==> src/rtl/key_pkg.sv <==
// +----------------------------------------------------------------------+
// | key_pkg                                                              |
// | Shared defaults and FSM state type for the key bank.                 |
// | Rev 1.0                                                              |
// +----------------------------------------------------------------------+
`default_nettype none

package key_pkg;

    localparam int KEY_W_DEF  = 16;
    localparam int SLOTS_DEF  = 4;
    localparam int ROUNDS_DEF = 4;

    typedef enum logic [0:0] {
        ST_IDLE   = 1'b0,
        ST_STREAM = 1'b1
    } state_t;

endpackage

`default_nettype wire

==> src/rtl/key_round_fn.sv <==
// +----------------------------------------------------------------------+
// | key_round_fn                                                         |
// | Round function: rotate p left by its own low bits, XOR round number. |
// | Rev 1.0                                                              |
// +----------------------------------------------------------------------+
`default_nettype none

module key_round_fn #(
    parameter int KEY_W = 16
) (
    input  logic [KEY_W-1:0] p,
    input  logic [KEY_W-1:0] r,
    output logic [KEY_W-1:0] next_key
);

    localparam int c_SH_W = $clog2(KEY_W);

    logic [c_SH_W-1:0]    w_amt;
    logic [2*KEY_W-1:0]   w_dbl;

    // Rotating the doubled word keeps amount 0 well-defined (no shift by KEY_W).
    assign w_amt    = p[c_SH_W-1:0];
    assign w_dbl    = {p, p} << w_amt;
    assign next_key = w_dbl[2*KEY_W-1:KEY_W] ^ r;

endmodule

`default_nettype wire

==> src/rtl/key_bank.sv <==
// +----------------------------------------------------------------------+
// | key_bank                                                             |
// | Slotted key store that streams ROUNDS derived round keys per read.   |
// | Rev 1.0                                                              |
// +----------------------------------------------------------------------+
`default_nettype none

module key_bank
    import key_pkg::*;
#(
    parameter int KEY_W  = KEY_W_DEF,
    parameter int SLOTS  = SLOTS_DEF,
    parameter int ROUNDS = ROUNDS_DEF
) (
    input  logic                      clk,
    input  logic                      rst,
    input  logic                      wr_en,
    input  logic [$clog2(SLOTS)-1:0]  wr_slot,
    input  logic [KEY_W-1:0]          wr_key,
    input  logic                      clr_en,
    input  logic                      rd_req,
    input  logic [$clog2(SLOTS)-1:0]  rd_slot,
    input  logic                      key_ready,
    output logic [KEY_W-1:0]          key_out,
    output logic                      key_valid,
    output logic                      key_last,
    output logic [$clog2(ROUNDS)-1:0] round_idx,
    output logic                      busy,
    output logic                      rd_err
);

    localparam int                c_RW         = $clog2(ROUNDS);
    localparam logic [c_RW-1:0]   c_LAST_ROUND = c_RW'(ROUNDS - 1);

    logic [KEY_W-1:0] r_keys [SLOTS];
    logic [SLOTS-1:0] r_valid;

    state_t           r_state;
    logic [KEY_W-1:0] r_work;
    logic [c_RW-1:0]  r_round;
    logic             r_key_valid;
    logic             r_key_last;
    logic             r_rd_err;

    logic [c_RW-1:0]  w_next_round;
    logic [KEY_W-1:0] w_next_key;

    generate
        for (genvar gi = 0; gi < SLOTS; gi++) begin : g_slot
            always_ff @(posedge clk or negedge rst) begin
                if (!rst) begin
                    r_keys[gi]  <= '0;
                    r_valid[gi] <= 1'b0;
                end else if (wr_en && (wr_slot == gi)) begin
                    r_keys[gi]  <= wr_key;
                    r_valid[gi] <= 1'b1;
                end else if (clr_en && (wr_slot == gi)) begin
                    r_valid[gi] <= 1'b0;
                end
            end
        end
    endgenerate

    assign w_next_round = r_round + 1'b1;

    key_round_fn #(
        .KEY_W (KEY_W)
    ) u_round_fn (
        .p        (r_work),
        .r        ({{(KEY_W-c_RW){1'b0}}, w_next_round}),
        .next_key (w_next_key)
    );

    // Loads sample the stored key before any same-cycle write lands.
    always_ff @(posedge clk or negedge rst) begin
        if (!rst) begin
            r_state     <= ST_IDLE;
            r_work      <= '0;
            r_round     <= '0;
            r_key_valid <= 1'b0;
            r_key_last  <= 1'b0;
            r_rd_err    <= 1'b0;
        end else begin
            r_rd_err <= 1'b0;
            case (r_state)
                ST_IDLE: begin
                    if (rd_req) begin
                        if (r_valid[rd_slot]) begin
                            r_work      <= r_keys[rd_slot];
                            r_round     <= '0;
                            r_key_valid <= 1'b1;
                            r_key_last  <= 1'b0;
                            r_state     <= ST_STREAM;
                        end else begin
                            r_rd_err    <= 1'b1;
                        end
                    end
                end
                ST_STREAM: begin
                    if (r_key_valid && key_ready) begin
                        if (r_key_last) begin
                            r_key_valid <= 1'b0;
                            r_key_last  <= 1'b0;
                            r_state     <= ST_IDLE;
                        end else begin
                            r_work      <= w_next_key;
                            r_round     <= w_next_round;
                            r_key_last  <= (w_next_round == c_LAST_ROUND);
                        end
                    end
                end
                default: r_state <= ST_IDLE;
            endcase
        end
    end

    assign key_out   = r_work;
    assign key_valid = r_key_valid;
    assign key_last  = r_key_last;
    assign round_idx = r_round;
    assign busy      = (r_state == ST_STREAM);
    assign rd_err    = r_rd_err;

endmodule

`default_nettype wire
==> config.mk <==
export PLATFORM = sky130hd
export DESIGN_NAME = key_bank
export DESIGN_NICKNAME = d
export VERILOG_FILES = /design/src/rtl/key_pkg.sv /design/src/rtl/key_round_fn.sv /design/src/rtl/key_bank.sv
export SDC_FILE = /design/constraint.sdc
export NUM_CORES = 1
export LEC_CHECK = 0
export CORE_MARGIN = 4
export CORE_UTILIZATION = 44
export CTS_BUF_LIST = sky130_fd_sc_hd__clkbuf_8
export DETAILED_ROUTE_END_ITERATION = 7
export DONT_BUFFER_PORTS = 1
export PLACE_DENSITY = 0.56
export SYNTH_ARGS = -nofsm -noshare
export SYNTH_HDL_FRONTEND = slang
export SYNTH_SLANG_ARGS = --single-unit
==> constraint.sdc <==
create_clock -name clk -period 3.82 [get_ports clk]
set_input_delay 0.573 -clock clk [delete_from_list [all_inputs] [get_ports clk]]
set_output_delay 0.573 -clock clk [all_outputs]
set_load 0.005 [all_outputs]
After elaboration in Yosys (flattened, before gate mapping)
Cells that the tools add are included.
{"block": "op_classes", "n_eq_ne": 9, "n_reduce_logical": 17, "bitwise": 3, "shift": 1, "addsub": 1, "n_mux": 41, "magnitude_cmp": 2}
{"operator": "$mux 16", "count": 6}
{"operator": "$bmux 16 s2", "count": 1}
{"operator": "$pmux 16 s2", "count": 1}
{"operator": "$shl 32x4->32", "count": 1}
{"operator": "$mux 1", "count": 24}
{"operator": "$xor 16x2->16", "count": 1}
{"operator": "$logic_and 1x1->1", "count": 9}
{"operator": "$mux 2", "count": 4}
{"operator": "$reduce_and 4->1", "count": 2}
{"operator": "$reduce_bool 2->1", "count": 4}
{"operator": "$eq 2x2->1 const B", "count": 3}
{"operator": "$ne 2x2->1 const B", "count": 3}
{"operator": "$pmux 1 s2", "count": 3}
{"operator": "$ne 2x1->1 const B", "count": 2}
{"operator": "$pmux 2 s2", "count": 1}
{"operator": "$ge 3x3->1 const B", "count": 1}
{"operator": "$lt 2x3->1 const B", "count": 1}
{"operator": "$not 2->3", "count": 1}
{"operator": "$reduce_and 3->1", "count": 1}
{"operator": "$add 2x1->2 const B", "count": 1}
{"operator": "$bmux 1 s2", "count": 1}
{"operator": "$eq 2x1->1 const B", "count": 1}
{"operator": "$logic_not 2->1", "count": 1}
{"operator": "$not 1->1", "count": 1}
{"block": "word_totals", "ff_bits": 90, "in_bits": 26, "word_cells": 88}

Logic depth before layout (Yosys ltp)
{"block": "depth", "ltp_word": 7, "depth_mapped": 8, "ltp_nobuf": 6}

By module
A second synthesis with hierarchy kept.
{"block": "unflattened", "cells_unflattened": 444, "hier_area_um2": 5256.3}
{"module": "key_bank", "seq_area_each_um2": 2252.2, "instances": 1, "cells_per_inst": 315, "area_per_inst_um2": 4199.0}
{"module": "key_round_fn", "seq_area_each_um2": 0.0, "instances": 1, "cells_per_inst": 129, "area_per_inst_um2": 1057.3}

Least setup slack after synthesis
No wires, ideal clock.
{"block": "synth_timing", "path_kind": "input to register", "from": "input rd_slot[0]", "to": "register r_work[2] (netlist: key_out[2])", "required_time_ps": 3685, "slack_ps": 1907, "setup_time_ps": 135, "arrival_time_ps": 1778, "stages": 6, "path_cell_list": "buf_6 buf_4 mux4_2 o21ai_0 o221a_1 a21oi_2"}
{"block": "synth_via", "elab_chain_len": 7, "elab_cells_between_ends": 11}
{"element": "start: declaration", "line_no": "key_bank.sv:22", "rtl": "input logic [$clog2(SLOTS)-1:0] rd_slot,"}
{"element": "$not 2->3 (not written as such)", "line_no": "key_bank.sv:89", "rtl": "r_work <= r_keys[rd_slot];"}
{"element": "$bmux 16 s2", "line_no": "key_bank.sv:89"}
{"element": "$mux 16 (not written as such) (2 in a row)", "line_no": "key_bank.sv:89"}
{"element": "$mux 16", "line_no": "key_bank.sv:88", "rtl": "if (r_valid[rd_slot]) begin"}
{"element": "$mux 16", "line_no": "key_bank.sv:87", "rtl": "if (rd_req) begin"}
{"element": "$pmux 16 s2", "line_no": "key_bank.sv:85", "rtl": "case (r_state)"}
{"element": "end signal: assignment", "line_no": "key_bank.sv:89"}
{"element": "end signal: assignment", "line_no": "key_bank.sv:106", "rtl": "r_work <= w_next_key;"}
{"element": "end: declaration", "line_no": "key_bank.sv:39", "rtl": "logic [KEY_W-1:0] r_work;"}
Parallel ways exist; a longest one is shown, timed or not. The select of a mux whose other input is x is not followed.
A chain may end at the register's enable or synchronous reset.

Worst setup path in the final report
{"block": "layout_timing", "from": "register r_work[3] (netlist: key_out[3])", "to": "register r_work[0] (netlist: key_out[0])"}
{"block": "layout_via", "elab_chain_len": 5}
{"element": "$shl 32x4->32", "line_no": "key_round_fn.sv:23", "rtl": "assign w_dbl = {p, p} << w_amt;"}
{"element": "$xor 16x2->16", "line_no": "key_round_fn.sv:24", "rtl": "assign next_key = w_dbl[2*KEY_W-1:KEY_W] ^ r;"}
{"element": "$mux 16", "line_no": "key_bank.sv:101", "rtl": "if (r_key_last) begin"}
{"element": "$mux 16", "line_no": "key_bank.sv:100", "rtl": "if (r_key_valid && key_ready) begin"}
{"element": "$pmux 16 s2", "line_no": "key_bank.sv:85"}
No other way between the ends. The select of a mux whose other input is x is not followed.

==> metrics.txt <==
Final Max Slew Viols=0; max cap viols=0; I/O Buffers=0; I/O pins=48; grt ovf=0; Peak VDD IR=0.307 mV; via count=between 3000 and 4000; post-CTS sizing=0; Die Height=114 um; final setup violating endpoints=0; Synth Area in XOR/XNOR=0%; DRT Pass-1 Iters=4; synth cell count leaders=dfrtp_1 (90), mux2_2 (73), nand2_1 (35); status=finished, final reports clean; Critical Path RT=4.04 ns; DRT iter0 DRCs=between 200 and 250; static leakage=2.16 nW; global-route wire length before repair=~19 mm; Nets=around 420; Gate Count Post-Synth=405; Worst Setup End Kind=flop; fmax=between 0.3 and 0.4 GHz; power density cells=between 700 and 800 nW/um^2; CP Max Fanout=32; DP HPWL=around 7.8 mm; Hold Vio Cnt, Final=0; largest family of logic cells by synthesized area=multiplexers; layout cells sized above 1=31.6%; Compound-Gate Fraction of Synth Area=a little over a tenth; crit start category=flop; Fill cells=just under 1000; Die ar.=between 10000 and 15000 sq um; overall routing resource usage=about a fifth; largest net degree at the start of global routing=between 90 and 100; Sw Share=approximately 40%; vias per cell=around 6; gp weighted congestion=0.808; Yosys reg bits=90; clock buffer depth=2; CTS tree=yes; vias in the first global route=between 3000 and 4000; Crit Path Category=flop to flop; syn_nets=432; wire per inst=roughly 21 um; initial antenna violation count=0; Area Overhead vs Synth=4.62%; Clk pwr share=between 10% and 20%; H-tree levels=3; final wirelength=about 11 mm; Initial Utilization=a little under half; power share of the sequential group=41.0%; Core ar.=around 11000 sq um; post-synthesis adder-cell area fraction=0.251%; Slew headroom=between 20 and 30%; Ant. Diodes=0; cell with the most instances after synthesis=dfrtp_1; WP data arrival=2.76 ns; CTS buffer count=9; yosys warns=0; post-synthesis simple-gate area fraction=under 10%; worst-skew pair later-pin latency=approximately 0.36 ns; final std cells w/o fill=approximately 540; CTS sink cnt=90; clock slew at reported path FFs=approximately 0.09 ns; sequential share of the synthesized area=45.2%; Util after Layout=approximately 47%; Tmin final=about 2.5 ns; clk_skew=0.0125 ns; worst-margin pin slew=about 1.1 ns; Sw Pwr=1.61 mW; mux cell area share after synthesis=around 30%; leading area contributor after synthesis=dfrtp_1; Syn Area/Cell=approximately 12 sq um; Post CTS Setup Buffer Count=0; # rows=38; total negative slack=0 ns; EDFF count, synth=0; die width=114 um; Int Pwr=around 2.4 mW; remaining antenna violation count=0; Main synth FF type=dfrtp_1; top post-synthesis cells by area=dfrtp_1 (45%), mux2_2 (16%), mux4_2 (9.9%); Root Driver=clkbuf_8; Final period util=about two thirds; top cell type's share of synthesized area=a little under half; Post-synth ARST share=100%; drt drc=0; Combinational Power Share=42.7%; placed cells=slightly above 500; Cell variety after synth=60; Min-Delay Path Class=input pin to async pin; synthesized area=about 5000 sq um; unrepaired setup endpoints after global routing=no
==> cell families after synthesis <==
group / count (synthesis)
mux: 110
simple gates: 95
flops: 90
compound gates: 74
buf+inv: 35
fa+ha+maj: 1
==> flip-flops by register name, indices dropped and copies added (netlist names) <==
name and cells:
r_keys 64, key_out 16, r_valid 4, round_idx 2
busy 1, key_last 1, key_valid 1, rd_err 1
==> layer usage <==
metal / vias to the layer above / part of all wire, % / wire, um / GRT usage, %
met5: - / 0 / 0 / 0
met4: 0 / 2.3 / 265 / 7.68
met3: 19 / 5.2 / 594 / 3.33
met2: 77 / 47 / 5380 / 29.7
met1: 1655 / 45 / 5170 / 25.3
li1: 1491 / - / - / -
==> per-stage QoR <==
step                      hold slack (ns)  area, sq um  setup slack, ns  power [mW]
after floorplan                     0.277         4990             1.91        3.00
after global placement              0.281         4990             1.39        3.33
after detailed placement            0.281         4990             1.35        3.35
after CTS                           0.133         5220             1.34        4.03
after global routing                0.144         5220            0.993        4.33
final                               0.111         5220             1.28        4.01
==> placed cells by master, fill, tap and decap left out, types with 2 or more instances in the layout <==
master / netlist / routed
nor2b_1: 8 / 8
mux4_2: 22 / 22
a21o_1: 3 / 3
nor2_1: 10 / 10
a21oi_1: 8 / 8
clkbuf_8: 0 / 10
inv_1: 5 / 6
a311oi_1: 3 / 3
dfrtp_1: 90 / 90
nand2_1: 35 / 35
mux2_2: 73 / 73
a22o_1: 7 / 7
o21ai_1: 3 / 3
nor3_1: 4 / 4
o21ai_0: 13 / 13
nand3b_1: 3 / 3
clkinv_2: 0 / 3
nand3_1: 15 / 15
o21a_1: 3 / 3
o211ai_1: 4 / 4
nand2b_1: 5 / 5
o221ai_1: 4 / 4
buf_4: 1 / 2
or2_2: 2 / 2
a31oi_1: 5 / 5
mux2i_1: 11 / 11
and2_1: 4 / 4
mux2_4: 2 / 2
o22a_1: 2 / 2
a22oi_1: 4 / 4
a32o_1: 2 / 2
==> critical path, cell delays in order (launching register included) <==
cell	delay, ns
dfrtp_1	1.04
clkinv_1	0.54
nor4_1	0.35
o21ai_0	0.13
a41oi_1	0.23
a31oi_1	0.11
==> worst paths after layout <==
kind / startpoint / endpoint / slack [ns] / cells after the start
worst max-delay path: key_out[3]$_DFFE_PN0P_ / key_out[0]$_DFFE_PN0P_ / 1.28 / 5
worst min-delay path: rst / r_keys[49]$_DFFE_PN0P_ / 0.11 / 1
worst max register to register: key_out[3]$_DFFE_PN0P_ / key_out[0]$_DFFE_PN0P_ / 1.28 / 5
worst min register to register: r_valid[2]$_DFFE_PN0P_ / r_valid[2]$_DFFE_PN0P_ / 0.49 / 2
max in group asynchronous: rst / r_keys[62]$_DFFE_PN0P_ / 3.35 / 1
min in group clk: wr_key[3] / r_keys[51]$_DFFE_PN0P_ / 0.35 / 1
==> final cells by class <==
cell class	count	area, sq um	area share [%]
Inverter	6	22.5	0.432
Clock inverter	6	57.6	1.10
Multi-Input combinational cell	280	2530	48.5
Sequential cell	90	2250	43.2
Clock buffer	10	138	2.64
Timing Repair Buffer	3	42.5	0.816
Tap cell	140	175	3.36
==> power groups by stage <==
stage | combinational [mW] | sequential, mW | clock (mW)
6_report | 1.71 | 1.64 | 0.654
2_1_floorplan | 1.61 | 1.39 | 0
3_3_place_gp | 1.67 | 1.66 | 0
4_1_cts | 1.72 | 1.64 | 0.669
5_1_grt | 1.91 | 1.70 | 0.709
3_5_place_dp | 1.69 | 1.66 | 0
==> what timing repair did <==
| action | CTS | global route |
|---|---|---|
| hold endpoints to repair | 90 | 0 |
| hold buffers | 1 | 0 |
| setup endpoints to repair | 0 | 0 |
Power figures use the tool's default switching activity.
